--- src/rtl/multicycle_controller.sv ---
// Multi-cycle RV32 control FSM: sequences FETCH/DECODE/EXEC/MEM/WB, stalls on mem_ready,
// traps on illegal opcodes or memory timeouts, and counts retired instructions.
module multicycle_controller #(
  parameter int unsigned TIMEOUT = 16,
  parameter int unsigned CNT_W   = 32,
  parameter bit          EN_JAL  = 1'b1,
  parameter bit          EN_LUI  = 1'b1
) (
  input  logic             clk,
  input  logic             rst_n,
  input  logic [31:0]      inst,
  input  logic             alu_zero,
  input  logic             mem_ready,
  output logic             mem_req,
  output logic             IorD,
  output logic             MemRead,
  output logic             MemWrite,
  output logic             IRWrite,
  output logic             PCWrite,
  output logic [1:0]       PCSrc,
  output logic             ALUSrcA,
  output logic [1:0]       ALUSrcB,
  output logic [1:0]       ALUOp,
  output logic             RegWrite,
  output logic [1:0]       WBSel,
  output logic             trap,
  output logic [CNT_W-1:0] retired
);

  typedef enum logic [2:0] {
    StIdle, StFetch, StDecode, StExec, StMem, StWb, StTrap
  } state_e;

  localparam logic [6:0] OpLoad   = 7'b0000011;
  localparam logic [6:0] OpStore  = 7'b0100011;
  localparam logic [6:0] OpR      = 7'b0110011;
  localparam logic [6:0] OpI      = 7'b0010011;
  localparam logic [6:0] OpBranch = 7'b1100011;
  localparam logic [6:0] OpJal    = 7'b1101111;
  localparam logic [6:0] OpLui    = 7'b0110111;

  localparam int unsigned TW = (TIMEOUT > 1) ? $clog2(TIMEOUT + 1) : 1;
  localparam logic [TW-1:0] TLast = TW'((TIMEOUT == 0) ? 0 : TIMEOUT - 1);

  state_e           state_q, state_d;
  logic [TW-1:0]    tcnt_q, tcnt_d;
  logic [CNT_W-1:0] retired_q, retired_d;

  logic [6:0] opcode;
  logic       is_ld, is_st, is_r, is_i, is_br, is_jal, is_lui, legal;
  logic       expire, retire;
  logic       unused_inst;

  assign unused_inst = ^inst[31:7];
  assign opcode = inst[6:0];
  assign is_ld  = (opcode == OpLoad);
  assign is_st  = (opcode == OpStore);
  assign is_r   = (opcode == OpR);
  assign is_i   = (opcode == OpI);
  assign is_br  = (opcode == OpBranch);
  assign is_jal = EN_JAL && (opcode == OpJal);
  assign is_lui = EN_LUI && (opcode == OpLui);
  assign legal  = is_ld | is_st | is_r | is_i | is_br | is_jal | is_lui;

  // Expiry is judged on the last waiting cycle; a simultaneous mem_ready still wins.
  assign expire = (TIMEOUT != 0) && (tcnt_q == TLast);

  always_comb begin
    state_d   = state_q;
    tcnt_d    = '0;
    retire    = 1'b0;
    mem_req   = 1'b0;
    IorD      = 1'b0;
    MemRead   = 1'b0;
    MemWrite  = 1'b0;
    IRWrite   = 1'b0;
    PCWrite   = 1'b0;
    PCSrc     = 2'b00;
    ALUSrcA   = 1'b0;
    ALUSrcB   = 2'b00;
    ALUOp     = 2'b00;
    RegWrite  = 1'b0;
    WBSel     = 2'b00;
    trap      = 1'b0;
    unique case (state_q)
      StIdle: state_d = StFetch;
      StFetch: begin
        mem_req = 1'b1;
        MemRead = 1'b1;
        ALUSrcB = 2'b01;
        if (mem_ready) begin
          IRWrite = 1'b1;
          PCWrite = 1'b1;
          state_d = StDecode;
        end else if (expire) begin
          state_d = StTrap;
        end else if (TIMEOUT != 0) begin
          tcnt_d = tcnt_q + TW'(1);
        end
      end
      StDecode: begin
        ALUSrcB = 2'b10;
        state_d = legal ? StExec : StTrap;
      end
      StExec: begin
        if (is_ld || is_st) begin
          ALUSrcA = 1'b1;
          ALUSrcB = 2'b10;
          state_d = StMem;
        end else if (is_r) begin
          ALUSrcA = 1'b1;
          ALUOp   = 2'b10;
          state_d = StWb;
        end else if (is_i) begin
          ALUSrcA = 1'b1;
          ALUSrcB = 2'b10;
          ALUOp   = 2'b10;
          state_d = StWb;
        end else if (is_lui) begin
          ALUSrcB = 2'b10;
          ALUOp   = 2'b11;
          state_d = StWb;
        end else if (is_br) begin
          ALUSrcA = 1'b1;
          ALUOp   = 2'b01;
          PCWrite = alu_zero;
          PCSrc   = 2'b01;
          retire  = 1'b1;
          state_d = StFetch;
        end else if (is_jal) begin
          PCWrite = 1'b1;
          PCSrc   = 2'b01;
          state_d = StWb;
        end else begin
          state_d = StTrap;
        end
      end
      StMem: begin
        mem_req  = 1'b1;
        IorD     = 1'b1;
        MemRead  = is_ld;
        MemWrite = is_st;
        if (mem_ready) begin
          retire  = is_st;
          state_d = is_ld ? StWb : StFetch;
        end else if (expire) begin
          state_d = StTrap;
        end else if (TIMEOUT != 0) begin
          tcnt_d = tcnt_q + TW'(1);
        end
      end
      StWb: begin
        RegWrite = 1'b1;
        WBSel    = is_ld ? 2'b01 : (is_jal ? 2'b10 : 2'b00);
        retire   = 1'b1;
        state_d  = StFetch;
      end
      StTrap: trap = 1'b1;
      default: state_d = StIdle;
    endcase
    retired_d = retire ? retired_q + CNT_W'(1) : retired_q;
  end

  always_ff @(posedge clk or negedge rst_n) begin
    if (!rst_n) begin
      state_q   <= StIdle;
      tcnt_q    <= '0;
      retired_q <= '0;
    end else begin
      state_q   <= state_d;
      tcnt_q    <= tcnt_d;
      retired_q <= retired_d;
    end
  end

  assign retired = retired_q;

endmodule

--- config.mk ---
export PLATFORM = sky130hd
export DESIGN_NAME = multicycle_controller
export DESIGN_NICKNAME = d
export VERILOG_FILES = /design/src/rtl/multicycle_controller.sv
export SDC_FILE = /design/constraint.sdc
export NUM_CORES = 1
export LEC_CHECK = 0
export CORE_MARGIN = 1
export CORE_UTILIZATION = 57
export CTS_CLUSTER_DIAMETER = 40
export DETAILED_ROUTE_END_ITERATION = 7
export DONT_BUFFER_PORTS = 1
export MAX_ROUTING_LAYER = met4
export PLACE_DENSITY = 0.84
export SYNTH_ARGS = -nofsm -noshare
export SYNTH_HDL_FRONTEND = slang
export SYNTH_SLANG_ARGS = --single-unit
--- constraint.sdc ---
create_clock -name clk -period 2.05 [get_ports clk]
set_input_delay 0.5125 -clock clk [delete_from_list [all_inputs] [get_ports clk]]
set_output_delay 0.5125 -clock clk [all_outputs]
set_load 0.01 [all_outputs]
==> results.json, run 1 <==
{
  "fin_nets": 305,
  "relSlewSlack_pct": 62.21,
  "worstSetupPathType": "flip-flop to output port",
  "drtPass1Iterations": 4,
  "synth-seq-area-share_pct": 45.20,
  "grt_pass1_wl_mm": 8.742,
  "worst-r2r-setup-slack_ps": -240,
  "ys.flop_type": "dfrtp_1",
  "hp-class": "primary input to asynchronous set/reset pin",
  "grt_use_total_pct": 28.80,
  "rows": 22,
  "vias_per_cell": 5.972,
  "cts-buffers-inserted": 5,
  "ff_latch_area_sq_um": 1001,
  "synth_top_area_share_pct": 45.20,
  "syn_nets": 270,
  "drt.antenna.violating_nets": 0,
  "leakagePower_nw": 1.264,
  "setup_viol": 32,
  "rsz0062_at_grt": "yes",
  "nFillCells": 233,
  "worstReg2RegStart": "state_q[0]$_DFFE_PN0N_",
  "multiInputGateArea_sq_um": 1429,
  "switching_share_pct": 37.71,
  "worst_pin_slew_ps": 562.6,
  "internal_power_mw": 1.511,
  "die_y_um": 64.33,
  "pwr-share-clk_pct": 22.5,
  "worstSetupEndpointType": "output port",
  "ir_drop_mv": 0.6078,
  "min_period_ps": 2316,
  "critPathArrivalTime_ps": 1800,
  "wire_per_inst_um": 16.94,
  "grt_max_degree": 41,
  "violations": "setup timing",
  "status": "finished with violations",
  "pwr-share-seq_pct": 39.2,
  "cp_cell_sequence": "or3b_4, or4_4, buf_6, nor2_4",
  "ios": 85,
  "drt-initial-drc-count": 133,
  "port_buffers": 0,
  "start_util_pct": 60.04,
  "slew_viol_final": 0,
  "yosysTopAreaCell": "dfrtp_1",
  "syn_to_final_growth_pct": 31.64,
  "core-area_sq_um": 3689,
  "cts_max_path_buffers": 2,
  "finalWeightedCongestion": 0.8184,
  "switching_power_uw": 914.5,
  "slowest_delay_ps": 500,
  "clk_pin_slew_ps": 80,
  "endpoint": "MemWrite",
  "synth_area_leaders": "dfrtp_1 45%, xor2_1 8.3%, xnor2_1 5.5%",
  "comb_power_share_pct": 38.4,
  "r2r-end": "retired[22]$_DFFE_PN0P_",
  "whs_ps": 42.03,
  "syn-instance-count": 232,
  "syn_area_sq_um": 2215,
  "fin_ws_ps": -265.8,
  "synth-seq-cells": 40,
  "vias": 1887,
  "synth_cell_types": 43,
  "die_x_um": 64.33,
  "grt_remaining_overflow": 0,
  "cts_tree": "yes",
  "post-place-ws_ps": -168.9,
  "yosysWarnings": 0,
  "synth_edf_count": 0,
  "drc": 0,
  "placed_cells": 304,
  "layout-drive-gt1-share_pct": 31.34,
  "crit_required_ps": 1540,
  "reg2regPathDepth": 8,
  "cts.sinks": 40,
  "grt_pass1_vias": 1866,
  "clock_latency_ps": 300,
  "drt-total-wl_mm": 5.353,
  "antenna_found_initial": 0,
  "max_freq_mhz": 431.8,
  "async_flop_share_pct": 100.0,
  "maxCapViolCount": 0,
  "cp-start-kind": "flip-flop",
  "htree_levels": 2,
  "dieArea_sq_um": 4138,
  "cpMaxStageDelayCell": "or4_4",
  "p_per_area_nw_per_um2": 831.8,
  "synth_area_per_cell_sq_um": 9.546,
  "total_power_mw": 2.425,
  "cts_root_buffer": "clkbuf_8",
  "dp_hpwl_mm": 3.487,
  "cp_max_fo": 2,
  "startpoint": "state_q[0]$_DFFE_PN0N_",
  "finalClockSkew_ps": 10.66,
  "hold_violations": 0,
  "n_antenna_cell": 0,
  "period_share_pct": 113.0,
  "instances_no_fill": 316
}
-- per-stage QoR --
stage	setup TNS (ps)	util [%]	cell area, sq um
2_1_floorplan	-408.5	-	2260
3_3_place_gp	-1158	68.49	2526
3_5_place_dp	-1785	68.49	2526
4_1_cts	-3789	76.39	2818
5_1_grt	-5895	79.04	2915
6_report	-3886	79.04	2915
-- cells in the final DEF, fill, tap and decap left out, types with 3 or more instances in the layout --
cell type  instances
or3_1              3
buf_4             29
xor2_1            21
buf_6              5
nor2_2             3
nor3_2             3
nand3_1            8
nor2b_1            3
nor4_1             3
xnor2_1           13
clkbuf_8           6
nand4_1           14
nand3_2            4
nand2_1           17
nor3_4            10
nand3b_1           4
nand2b_1           4
a21oi_1            5
and2_1             4
nor4_4             4
nor2_1            15
and3_1             5
inv_1              5
o21ai_0            3
dfrtp_1           40
-- registers in the layout, summed over array words and instances, names as in the netlist --
| signal | cells |
|---|---|
| retired | 32 |
| tcnt_q | 5 |
| state_q | 3 |
-- layout make-up --
class | count | share of cell area, %
Tap cell | 48 | 2.060
Inverter | 5 | 0.6438
Sequential cell | 40 | 34.33
Clock buffer | 6 | 2.833
Multi-Input combinational cell | 179 | 49.01
Clock inverter | 2 | 0.3433
Timing Repair Buffer | 36 | 10.77
-- worst min path at each step --
| stage | start | end | slack, ps |
|---|---|---|---|
| 4_1_cts | rst_n | retired[9]$_DFFE_PN0P_ | 50 |
| 3_5_place_dp | rst_n | retired[9]$_DFFE_PN0P_ | 220 |
| 3_3_place_gp | rst_n | retired[8]$_DFFE_PN0P_ | 220 |
| 2_1_floorplan | rst_n | retired[0]$_DFFE_PN0P_ | 220 |
| 6_report | rst_n | retired[10]$_DFFE_PN0P_ | 40 |
| 5_1_grt | rst_n | retired[6]$_DFFE_PN0P_ | 40 |
-- per-layer routing --
layer	vias up	wire length, um	track usage, %
li1	893	-	-
met1	922	2240	34.03
met2	64	2659	46.45
met3	8	361	8.750
met4	0	91	10.28
met5	-	0	-
-- critical path: cells and delay by family (launching register included) --
family | cells | cell delay [ps]
buffers and inverters | 1 | 140
flip-flops | 1 | 380
AND/OR/NAND/NOR | 3 | 1000
-- synthesized netlist by cell type, types with 2 or more instances --
| library cell | count |
|---|---|
| dfrtp_1 | 40 |
| xor2_1 | 21 |
| nand2_1 | 20 |
| nor2_1 | 20 |
| nor3_1 | 15 |
| nand4_1 | 14 |
| xnor2_1 | 14 |
| nand3_1 | 12 |
| a21oi_1 | 7 |
| and3_1 | 5 |
| inv_1 | 5 |
| o21ai_0 | 5 |
| and2_1 | 4 |
| nand2b_1 | 4 |
| nand3b_1 | 4 |
| nor4_2 | 4 |
| clkbuf_1 | 3 |
| nor2b_1 | 3 |
| nor4_1 | 3 |
| or3_1 | 3 |
| and4_1 | 2 |
| buf_4 | 2 |
| ha_1 | 2 |
-- what timing repair did --
item | in CTS | in global routing
endpoints found under the hold margin | 40 | 0
buffers inserted | 1 | 1
pin swaps | 8 | 21
endpoints found under the setup margin | 31 | 40
gates resized for setup | 34 | 18
cloned | 1 | 0
hold buffers | 1 | 0
-- power by group through the flow --
stage          clock (mW)  combinational (mW)  sequential, mW
2_1_floorplan           0               0.477           0.985
3_3_place_gp            0               0.739           0.949
3_5_place_dp            0               0.756           0.957
4_1_cts             0.550               0.867           0.945
5_1_grt             0.587                1.01           0.963
6_report            0.545               0.931           0.950
-- cell families after synthesis --
| logic type | share of synthesized area, % |
|---|---|
| flip-flops | 45.20 |
| buffers and inverters | 2.937 |
| XOR/XNOR | 13.84 |
| AO/OA/AOI/OAI | 6.554 |
| other | 0.1693 |
| adder cells (fa/ha/maj) | 1.130 |
| AND/OR/NAND/NOR | 30.17 |
No activity file was read; power rests on OpenSTA's default activity.
==> run 2: changes to the inputs <==
Settings changed: CORE_MARGIN 1 to default.
==> results of run 2 <==
Same layout as run 1: the final DEF is identical, and so are final timing and power.
